[src/rtl/ram_1rw1r_model.sv]
// Behavioural SRAM: port 0 read/write with lane mask, port 1 read-only.
// Both ports return {vld, err, data} through a READ_LAT-deep pipeline; collisions are flagged.

module ram_1rw1r_rd_pipe #(
  parameter int unsigned DATA_WIDTH = 32,
  parameter int unsigned LAT        = 1
) (
  input  logic                  clk_i,
  input  logic                  rst_i,
  input  logic                  vld_i,
  input  logic                  err_i,
  input  logic [DATA_WIDTH-1:0] data_i,
  output logic                  vld_o,
  output logic                  err_o,
  output logic [DATA_WIDTH-1:0] data_o
);

  logic [LAT-1:0]                 vld_q, vld_d;
  logic [LAT-1:0]                 err_q, err_d;
  logic [LAT-1:0][DATA_WIDTH-1:0] data_q, data_d;

  // Data only advances with a valid, so the last stage holds between results.
  for (genvar g = 0; g < LAT; g++) begin : g_stage
    if (g == 0) begin : g_head
      assign vld_d[g]  = vld_i;
      assign err_d[g]  = err_i;
      assign data_d[g] = vld_i ? data_i : data_q[g];
    end else begin : g_tail
      assign vld_d[g]  = vld_q[g-1];
      assign err_d[g]  = err_q[g-1];
      assign data_d[g] = vld_q[g-1] ? data_q[g-1] : data_q[g];
    end
  end

  always_ff @(posedge clk_i) begin
    if (rst_i) begin
      vld_q  <= '0;
      err_q  <= '0;
      data_q <= '0;
    end else begin
      vld_q  <= vld_d;
      err_q  <= err_d;
      data_q <= data_d;
    end
  end

  assign vld_o  = vld_q[LAT-1];
  assign err_o  = err_q[LAT-1];
  assign data_o = data_q[LAT-1];

endmodule


[config.mk]
export PLATFORM = sky130hd
export DESIGN_NAME = ram_1rw1r_rd_pipe
export DESIGN_NICKNAME = d
export VERILOG_FILES = /design/src/rtl/ram_1rw1r_model.sv
export SDC_FILE = /design/constraint.sdc
export NUM_CORES = 1
export LEC_CHECK = 0
export ABC_AREA = 1
export CAP_MARGIN = 20
export CORE_MARGIN = 1.5
export CORE_UTILIZATION = 41
export CTS_BUF_LIST = sky130_fd_sc_hd__clkbuf_8
export CTS_CLUSTER_DIAMETER = 50
export DETAILED_ROUTE_END_ITERATION = 16
export HOLD_SLACK_MARGIN = 0.06
export PLACE_DENSITY_LB_ADDON = 0.2
export SLEW_MARGIN = 20
export SYNTH_ARGS = -nofsm -noshare
export SYNTH_HDL_FRONTEND = slang
export SYNTH_SLANG_ARGS = --single-unit
[constraint.sdc]
create_clock -name clk_i -period 0.92 [get_ports clk_i]
set_input_delay 0.138 -clock clk_i [delete_from_list [all_inputs] [get_ports clk_i]]
set_output_delay 0.138 -clock clk_i [all_outputs]
set_load 0.05 [all_outputs]
==> flow_summary.rst <==
.. list-table::
   :header-rows: 1

   * - Metric
     - Value
   * - Result of the run
     - finished, final reports clean
   * - Worst min-delay path endpoint
     - vld_o$_SDFF_PP0_
   * - Static Leakage
     - 0.001317 uW
   * - Launching element of the worst setup path
     - data_o[4]$_SDFFE_PP0P_
   * - Number of standard cells after synthesis
     - ~210
   * - Worst Min Path Start
     - vld_i
   * - Cell Pwr Density
     - 1487 nW/um2
   * - Aggregate global-route resource usage
     - 19.03%
   * - Placeable Area
     - 3128 um2
   * - Number of detailed-routing iterations run before antenna repair
     - 4
   * - Sequential cell area fraction in the yosys report
     - 49.59%
   * - Hold/Removal Path Class
     - input port to register
   * - Antenna violations before repair
     - 0
   * - Max-cap violation count
     - 0
   * - Number of distinct library cell variants in the gate-level netlist after synthesis
     - 7
   * - Starting density of the core
     - a little over two fifths
   * - Count of routing violations after the opening detailed-route iteration
     - 78
   * - Critical path's top delay family
     - flip-flops
   * - Final hold violation count
     - 0
   * - Largest vdd supply drop
     - 1.056 mV
   * - Final setup TNS
     - 0 ns
   * - CTS H-tree depth
     - 2
   * - Worst Skew
     - 0 ns
   * - TritonCTS Sinks
     - 34
   * - Final Wtd Congestion
     - 0.6794
   * - Ratio of cells with drive above 1 in the final layout
     - 28.98%
   * - Worst reg2reg path startpoint
     - data_o[18]$_SDFFE_PP0P_
   * - Number of buffers inserted by hold repair at cts
     - 0
   * - # port buffers
     - 69
   * - Maximum number of pins on one net before global-route repair
     - 34
   * - Sum of net half-perimeters after detailed placement
     - 2440 um
   * - Overall overflow remaining after global route
     - 0
   * - Register-to-register setup slack
     - 0.22 ns
   * - Number of buffers created by CTS
     - 5
   * - Critical Path, Cell by Cell
     - buf_12
   * - Slowest library cell on the worst path
     - sky130_fd_sc_hd__dfxtp_2
   * - Via count of the first global-routing pass
     - 1294
   * - Routed length per instance
     - between 10 and 15 um
   * - Max Transition Viols Final
     - 0
   * - Data required time at the worst endpoint
     - 0.78 ns
   * - FF-to-FF End
     - data_o[18]$_SDFFE_PP0P_
   * - Clock tree from TritonCTS
     - built
   * - Maximum number of buffers from clock root to sink
     - 2
   * - ANT cells
     - 0
   * - Number of nets with antenna violations after routing
     - 0
   * - Type of origin of the critical path
     - register
   * - Max-slew headroom
     - slightly below 90%
   * - Per-cell via count in the routed design
     - 4.183
   * - Top fanout value on the critical path
     - 2
   * - Width of the chip
     - 60.86 um
   * - Slew at the pin closest to its max-slew limit
     - 0.1816 ns
   * - Synth-to-layout area growth
     - 90.15%
   * - First-pass GRT wire length
     - 5112 um
   * - Period utilization
     - 98.92%
   * - Height of the die
     - 60.86 um
   * - Final net count
     - 319
   * - Hold path depth
     - 4
   * - Count of yosys warnings during synthesis
     - 0
   * - CP Buf/Inv Count
     - 1
   * - Worst Reg2Reg Path Length in Cells
     - 3
   * - Delay contributed by the slowest stage of the critical path
     - 0.36 ns
   * - FMAX
     - 1.099 GHz
   * - Share of total power in the clock network
     - 24.7%
   * - Root buffer selected by CTS
     - sky130_fd_sc_hd__clkbuf_8
   * - Die area
     - 3704 um2
   * - DRC violations left
     - 0
   * - Mapped Avg Cell Area
     - around 6.6 um2
   * - Combinational group share of total power
     - 31.4%
   * - Fillers
     - 186
   * - Total number of vias
     - 1368
   * - Fin util
     - 83.44%
   * - Final setup vio count
     - 0
   * - Reported net switching power
     - 1156 uW
   * - Synthesis-stage register bit count
     - 34
   * - Kind of end point of the critical path
     - primary output
   * - Worst setup path class
     - register to primary output
   * - Critical path data arrival time
     - between 0.7 and 0.8 ns
   * - Cell internal power dissipation
     - 2724 uW
   * - Clock transition at the register clock pins on the worst setup and hold paths after CTS
     - 0.06 ns
   * - RSZ-0062 raised after global routing
     - yes
   * - Cell Rows
     - 20
   * - Final wirelength
     - ~3300 um
   * - Sequential fraction of design power
     - 43.9%
   * - Final critical delay including setup and external delays
     - 0.9101 ns
   * - Total standard cell area after synthesis
     - 1373 um2
   * - Nets in the synthesized netlist
     - 245
   * - Sw frac
     - 29.80%
   * - Number of I/O pins
     - 70
   * - Clock insertion delay at the later pin of the skew report
     - 0.27 ns
==> metrics by stage <==
stage / hold WS, ns / std cells / cell area, um2 / setup slack, ns / power (uW)
global route: 0.2941 / 327 / 2610 / -0.02194 / 4061
floorplan: 0.2092 / 209 / 1373 / 0.06181 / 2243
finish: 0.2918 / 327 / 2610 / 0.009904 / 3881
global placement: 0.4936 / 317 / 2469 / -0.1639 / 2892
detailed placement: 0.4998 / 317 / 2469 / -0.2012 / 2917
CTS: 0.2866 / 324 / 2585 / -0.002765 / 3912
==> cells in the final DEF (no fill, tap or decap) <==
cell and n:
sky130_fd_sc_hd__clkdlybuf4s50_1 34, sky130_fd_sc_hd__buf_4 4, sky130_fd_sc_hd__inv_1 37, sky130_fd_sc_hd__clkbuf_8 5
sky130_fd_sc_hd__dfxtp_2 34, sky130_fd_sc_hd__buf_2 1, sky130_fd_sc_hd__nand2_1 64, sky130_fd_sc_hd__nor2_1 66
sky130_fd_sc_hd__buf_12 38
==> registers in the layout (all words and copies together), names as in the netlist <==
register,cells
data_o,32
err_o,1
vld_o,1
==> routing by layer <==
layer  global-route usage (%)  part of all wire, %  vias to the layer above
li1                         -                    -                      730
met1                    17.96                   38                      585
met2                    35.94                   53                       49
met3                    8.742                  7.2                        4
met4                    6.522                  1.0                        0
met5                        0                    0                        -
==> power groups by stage <==
stage | Clock (uW) | Sequential (uW) | Combinational [uW]
after global placement | 0 | 1710 | 1180
after global routing | 1050 | 1710 | 1300
after floorplan | 0 | 2010 | 237
final | 960 | 1700 | 1220
after CTS | 998 | 1700 | 1210
after detailed placement | 0 | 1710 | 1200
==> worst max path at each step <==
stage | end | slack (ns) | cells after the start
floorplan | data_o[29]$_SDFFE_PP0P_ | 0.06 | 2
global placement | data_o[17]$_SDFFE_PP0P_ | -0.16 | 5
detailed placement | data_o[2]$_SDFFE_PP0P_ | -0.20 | 5
CTS | data_o[9] | -0.003 | 1
global route | data_o[3] | -0.02 | 1
finish | data_o[4] | 0.01 | 1
==> cell usage after synthesis <==
library cell / instances / area [um2]
sky130_fd_sc_hd__buf_4: 4 / 30.03
sky130_fd_sc_hd__buf_6: 2 / 22.52
sky130_fd_sc_hd__nor2_1: 66 / 247.7
sky130_fd_sc_hd__nand2_1: 64 / 240.2
sky130_fd_sc_hd__buf_2: 4 / 20.02
sky130_fd_sc_hd__dfxtp_1: 34 / 680.7
sky130_fd_sc_hd__inv_1: 35 / 131.4
==> layout make-up <==
class                           instances  area [um2]  area share (%)
Timing Repair Buffer                   77        1136           43.53
Tap cell                               44       55.05           2.109
Clock buffer                            5       68.82           2.637
Sequential cell                        34       723.2           27.71
Clock inverter                          2       7.507          0.2876
Multi-Input combinational cell        130       488.0           18.70
Inverter                               35       131.4           5.034
==> timing repair <==
item,4_1_cts,5_1_grt
endpoints found under the setup margin,32,33
gates resized for setup,32,2
buffers inserted,0,3
hold endpoints to repair,0,0
==> cell families (layout without fill, tap and decap cells) <==
family / Yosys count / count (layout) / synth area share [%]
AND/OR/NAND/NOR: 130 / 130 / 35.55
flip-flops: 34 / 34 / 49.59
buffers and inverters: 45 / 119 / 14.86
Note: power is estimated with default switching activity, not from simulation.
